<file path="config.mk">
export PLATFORM = sky130hd
export DESIGN_NAME = clock_divider_multi
export DESIGN_NICKNAME = d
export VERILOG_FILES = /design/src/rtl/clock_divider_multi.sv
export SDC_FILE = /design/constraint.sdc
export NUM_CORES = 1
export LEC_CHECK = 0
export BUFFER_PORTS_ARGS = -buffer_cell sky130_fd_sc_hd__buf_2
export CORE_ASPECT_RATIO = 0.6
export CORE_MARGIN = 3
export CORE_UTILIZATION = 40
export CTS_CLUSTER_DIAMETER = 200
export DETAILED_ROUTE_END_ITERATION = 10
export SLEW_MARGIN = 20
export SYNTH_ARGS = -nofsm -noshare
export SYNTH_HDL_FRONTEND = slang
export SYNTH_SLANG_ARGS = --single-unit
</file>
<file path="constraint.sdc">
create_clock -name clk -period 10 [get_ports clk]
set_input_delay 2 -clock clk [delete_from_list [all_inputs] [get_ports clk]]
set_output_delay 2 -clock clk [all_outputs]
set_load 0.02 [all_outputs]
</file>
<file path="src/rtl/clock_divider_multi.sv">
// Multi-channel programmable clock divider: each channel produces a 50% duty square
// wave with a runtime-loadable half-period, a run enable, and a rising-edge tick.
module clock_divider_multi #(
    parameter int CLK_FREQ     = 50_000_000,
    parameter int DEFAULT_FREQ = 2,
    parameter int CHANNELS     = 4,
    parameter int CNT_W        = 32,
    localparam int LCH_W       = (CHANNELS > 1) ? $clog2(CHANNELS) : 1
) (
    input  logic                clk,
    input  logic                rst,
    input  logic [CHANNELS-1:0] en,
    input  logic                restart,
    input  logic                load,
    input  logic [LCH_W-1:0]    load_ch,
    input  logic [CNT_W-1:0]    load_val,
    output logic [CHANNELS-1:0] clk_div,
    output logic [CHANNELS-1:0] tick,
    output logic                load_err
);

    localparam int               DH_RAW       = CLK_FREQ / (2 * DEFAULT_FREQ);
    localparam logic [CNT_W-1:0] DEFAULT_HALF = (DH_RAW < 1) ? CNT_W'(1) : CNT_W'(DH_RAW);

    logic [CNT_W-1:0] hp  [CHANNELS];
    logic [CNT_W-1:0] cnt [CHANNELS];
    logic             load_ok;

    assign load_ok = load && (load_val != '0) && (int'(load_ch) < CHANNELS);

    // Restart beats the run logic but never blocks a load from updating hp, so a
    // combined restart+load leaves every channel aligned with the new rate active.
    always_ff @(posedge clk or posedge rst) begin
        if (rst) begin
            for (int i = 0; i < CHANNELS; i++) begin
                hp[i]  <= DEFAULT_HALF;
                cnt[i] <= '0;
            end
            clk_div  <= '0;
            tick     <= '0;
            load_err <= 1'b0;
        end else begin
            load_err <= load && !load_ok;
            for (int i = 0; i < CHANNELS; i++) begin
                if (load_ok && (int'(load_ch) == i)) begin
                    hp[i] <= load_val;
                end

                if (restart) begin
                    cnt[i]     <= '0;
                    clk_div[i] <= 1'b0;
                    tick[i]    <= 1'b0;
                end else if (load_ok && (int'(load_ch) == i)) begin
                    cnt[i]  <= '0;
                    tick[i] <= 1'b0;
                end else if (en[i]) begin
                    // >= rather than == so a count left above a shrunk hp still wraps
                    if (cnt[i] >= hp[i] - CNT_W'(1)) begin
                        cnt[i]     <= '0;
                        clk_div[i] <= ~clk_div[i];
                        tick[i]    <= ~clk_div[i];
                    end else begin
                        cnt[i]  <= cnt[i] + CNT_W'(1);
                        tick[i] <= 1'b0;
                    end
                end else begin
                    tick[i] <= 1'b0;
                end
            end
        end
    end

endmodule

</file>
# Word-level counts from Yosys, hierarchy flattened
# Index checks and enable logic that the tools add are counted.
word_totals:
  elab_cells: 110
  in_bits: 42
  register_bits: 265
  output_inout_bits: 9
classes:
  order_cmp: 4
  reduce_logical: 25
  mux: 48
  n_bitwise: 4
  n_eq_ne: 7
  add_sub_neg: 8
op_table:
  columns: ["op", "count"]
  rows:
  - ["two-way mux 32 bit", 16]
  - ["adder 32 x 1 -> 32 bit, second input constant", 4]
  - [">= comparator 32 bit", 4]
  - ["subtractor 32 x 1 -> 32 bit, second input constant", 4]
  - ["two-way mux 1 bit", 32]
  - ["nonzero test 32 bit", 1]
  - ["nonzero test 2 bit", 8]
  - ["AND reduction 3 bit", 4]
  - ["nonzero test 3 bit", 4]
  - ["!= test 2 bit, second input constant", 4]
  - ["logical AND 1 bit", 6]
  - ["equality test 2 bit, second input constant", 2]
  - ["NOT 1 bit", 4]
  - ["equality test 2 x 1 -> 1 bit, second input constant", 1]
  - ["logical NOT 2 bit", 1]
  - ["logical NOT 1 bit", 1]

# Longest topological paths before layout
logic_depth:
  depth_word: 6
  mapped_depth: 19
  ltp_nobuf: 17

# Worst setup path after synthesis
# Ideal clock, no wire load.
synth_path:
  path_kind: "flip-flop to flip-flop"
  from: "register hp[2] (netlist name)"
  to: "register cnt[26] (netlist name)"
  slack_ps: 5564
  required_time_ps: 9931
  stages_incl_launch_ff: 17
  setup_time_ps: 69
  synth_period_minus_slack_ps: 4436
  n_path_buf: 1
  t_arrival_ps: 4366
  path_cell_list: "dfrtp_1 -> or4_4 -> or4_4 -> nand2b_4 -> nand2b_4 -> or3_4 -> nor4_4 -> xnor2_1 -> ha_1 -> a21oi_1 -> nand2_1 -> a221oi_1 -> nand4b_2 -> or3_1 -> buf_2 -> or3_1 -> nand3_1"
synth_via:
  elab_chain_len: 6
synth_rtl:
  columns: ["item", "line_no", "rtl"]
  rows:
  - ["start, declared", "25", "logic [CNT_W-1:0] hp [CHANNELS];"]
  - ["start signal, assigned by index", "46", "hp[i] <= load_val;"]
  - ["subtractor 32 x 1 -> 32 bit", "58", "if (cnt[i] >= hp[i] - CNT_W'(1)) begin"]
  - [">= comparator 32 bit", "58", null]
  - ["two-way mux 32 bit", "58", null]
  - ["two-way mux 32 bit", "56", "end else if (en[i]) begin"]
  - ["two-way mux 32 bit", "53", "end else if (load_ok && (int'(load_ch) == i)) begin"]
  - ["two-way mux 32 bit", "49", "if (restart) begin"]
  - ["end signal, assigned by index", "63", "cnt[i] <= cnt[i] + CNT_W'(1);"]
  - ["end, declared", "26", "logic [CNT_W-1:0] cnt [CHANNELS];"]
# Every way passes these cells. The select of a mux whose other input is x is not followed.
# A chain may end at the register's enable or synchronous reset.

# Worst setup path after layout
layout_path:
  from: "register hp[32] (netlist name)"
  to: "register cnt[52] (netlist name)"
# Same word-level chain as after synthesis.

==> flow_summary.json <==
{
  "outcome": "complete, no violations",
  "firstDrtPassIters": 6,
  "rr_worst_depth": 16,
  "die_h_um": 167,
  "cts_tree": "yes",
  "synth-edff-count": 0,
  "dp_slack_ns": 3.90,
  "grt_usage": 0.216,
  "cts_setup_buffers": 0,
  "p_leak_nw": 8.03,
  "area_growth_pct": 10.9,
  "arrival_ns": 6.57,
  "postSynthCellCount": 1833,
  "port_buffers": 50,
  "seq_power_share": 0.460,
  "drt_iter0_markers": 1287,
  "max_slew_margin": 0.250,
  "numCtsBuffers": 27,
  "clock_skew_ns": 0.0251,
  "reg2reg_slack_ns": 3.90,
  "worstPathRequired_ns": 10.47,
  "vdd_drop_max_mv": 0.133,
  "cts-root-buf": "clkbuf_16",
  "die-width_um": 274,
  "core_um2": 42200,
  "regToRegStartpoint": "hp[32]$_DFFE_PP0P_",
  "antenna_found_initial": 0,
  "gr-total-overflow": 0,
  "worstSkewPairLatency_ns": 0.58,
  "r2r-end": "cnt[52]$_DFFE_PP0P_",
  "ios": 51,
  "first_global_vias": 13600,
  "die_area_um2": 45700,
  "initial_core_util": 0.408,
  "cts-resized-gates": 0,
  "layout_common_cells": "263 x nand2_1, 217 x dfrtp_1, 136 x ha_1",
  "dpl.hpwl_um": 36800,
  "holdBufCountCts": 0,
  "timing.critical_path.to": "cnt[52]$_DFFE_PP0P_",
  "nNetsFinal": 2056,
  "fin_crit_sh": 0.610,
  "placed_cell_area_um2": 18200,
  "p_int_mw": 2.04,
  "power.switching_mw": 0.896,
  "grt_pass1_wl_um": 79300,
  "crit_type": "register to register",
  "stdcell_count": 2471,
  "num_rows": 58,
  "setup_viol": 0,
  "cts_sinks": 265,
  "grt_max_degree": 132,
  "crit_path_start": "hp[32]$_DFFE_PP0P_",
  "yosysWarningCount": 0,
  "rsz0062_at_grt": "false",
  "drive_above_1_share": 0.158,
  "hold_path.class": "register to register",
  "pwr-share-comb": 0.175,
  "post-place-cells": 2417,
  "ys_async_sr_fraction": 1.00,
  "clkTransAtPathRegs_ns": 0.07,
  "syn_nets": 2011,
  "synth_flop_cell": "dfrtp_1",
  "drv_slew": 0,
  "synth_seq_cells": 265,
  "cts_buffer_depth": 3,
  "drc": 0,
  "setup_slack_ns": 3.90,
  "drtAntennaViolNets": 0,
  "viasPerCell": 5.88,
  "sw_frac_of_total": 0.305,
  "hold_viol": 0,
  "avgSynthCellArea_um2": 9.41,
  "endpoint_kind": "register",
  "fin_hold_ws_ns": 0.479,
  "syn_area_um2": 17300,
  "worst_setup_path_start_kind": "register",
  "tns_ns": 0,
  "finalPower_mw": 2.94,
  "dr_total_vias": 14541,
  "maxCapViolations": 0,
  "fin_util": 0.453,
  "wl_per_cell_um": 19.9,
  "synth_cell_types": 71,
  "powerDensity_nw_per_um2": 154,
  "n_fill_cell": 4094,
  "clkPwrFrac": 0.366,
  "final_common_cell": "nand2_1",
  "fin_crit_ns": 6.10,
  "stdcell_area_um2": 19100,
  "drt_wl_total_um": 49200,
  "crit_path_max_fanout": 23,
  "h-tree-depth": 1,
  "worst_pin_slew_ns": 1.12,
  "synth-seq-area-share": 0.388,
  "gp_congestion": 0.868,
  "timing.fmax_ghz": 0.164
}
-- sequential cells by signal (all words and copies together) (netlist names) --
signal	flops
clk_div	4
load_err	1
tick	4
hp	128
cnt	128
-- critical path, cell delays in order (launching register included) --
cell	delay (ns)
dfrtp_1	0.41
inv_1	0.10
ha_1	0.19
nor3b_1	0.47
nand2_1	0.21
or4_1	0.60
nor3_1	0.35
nand2_1	0.13
nor2_1	0.13
xnor2_1	0.14
ha_1	0.28
nand4_1	0.16
nor2_1	0.07
a2111oi_0	0.92
and3_1	0.92
nand2_1	0.50
o311ai_1	0.40
-- power groups by stage --
stage	registers, mW	logic [mW]	clock network [mW]
2_1_floorplan	1.31	0.379	0
3_3_place_gp	1.36	0.485	0
3_5_place_dp	1.36	0.510	0
4_1_cts	1.34	0.513	1.10
5_1_grt	1.37	0.582	1.14
6_report	1.35	0.513	1.07
-- worst min path at each step --
| stage | startpoint | to | slack [ns] | depth (start not counted) |
|---|---|---|---|---|
| floorplan | hp[85]$_DFFE_PP1P_ | hp[85]$_DFFE_PP1P_ | 0.45 | 2 |
| global placement | clk_div[0]$_DFFE_PP0P_ | tick[0]$_DFF_PP0_ | 0.45 | 1 |
| detailed placement | clk_div[3]$_DFFE_PP0P_ | tick[3]$_DFF_PP0_ | 0.47 | 1 |
| CTS | clk_div[3]$_DFFE_PP0P_ | tick[3]$_DFF_PP0_ | 0.48 | 1 |
| global route | hp[85]$_DFFE_PP1P_ | hp[85]$_DFFE_PP1P_ | 0.50 | 2 |
| finish | clk_div[0]$_DFFE_PP0P_ | tick[0]$_DFF_PP0_ | 0.48 | 1 |
-- metal layers --
layer / up-vias / wire, um / GRT usage
li1: 6845 / - / -
met1: 7157 / 25700 / 0.363
met2: 487 / 18500 / 0.280
met3: 52 / 4220 / 0.0451
met4: 0 / 750 / 0.0325
met5: - / 0 / 0
-- cells in the mapped netlist (all sizes together) (9+ instances only) --
cell type | n | share of area
clkbuf | 45 | 0.0098
and2 | 13 | 0.0047
nand3 | 115 | 0.033
nor3b | 9 | 0.0042
inv | 36 | 0.0078
nor2b | 9 | 0.0033
a31oi | 9 | 0.0033
nor4 | 50 | 0.023
nand2 | 263 | 0.057
o21ai | 47 | 0.014
nand4 | 60 | 0.022
or3 | 20 | 0.0075
xor2 | 48 | 0.024
o31ai | 12 | 0.0052
nor2 | 127 | 0.028
a21o | 29 | 0.013
and3 | 29 | 0.011
dfrtp | 217 | 0.31
nand2b | 15 | 0.0063
xnor2 | 91 | 0.046
mux2 | 100 | 0.065
ha | 136 | 0.099
a21oi | 66 | 0.019
or4 | 22 | 0.010
and4 | 11 | 0.0056
a22o | 22 | 0.011
nor3 | 65 | 0.019
mux2i | 10 | 0.0058
o311ai | 31 | 0.016
dfstp | 48 | 0.073
nand3b | 9 | 0.0039
-- logic make-up (layout without fill, tap and decap cells) --
logic type,after synthesis,after routing,share of synthesized area
and+or+nand+nor,824,824,0.243
AOI/OAI and AO/OA,270,270,0.110
DFF,265,265,0.388
xor gates and xnor gates,139,139,0.0706
adders and majority gates,136,136,0.0986
muxes,110,110,0.0711
buffers and inverters,89,155,0.0197
other,0,2,0
-- area by class of cell --
type / instances / area, um2 / area share
antenna: 2 / 5.00 / 0.000262
clock buffer: 42 / 812 / 0.0424
clock inverter: 8 / 96.3 / 0.00504
inverter: 37 / 146 / 0.00765
multi-input combinational: 1479 / 10300 / 0.536
sequential: 265 / 6690 / 0.350
tap: 570 / 713 / 0.0373
timing repair buffer: 68 / 409 / 0.0214
(Power assumes the default switching activity.)
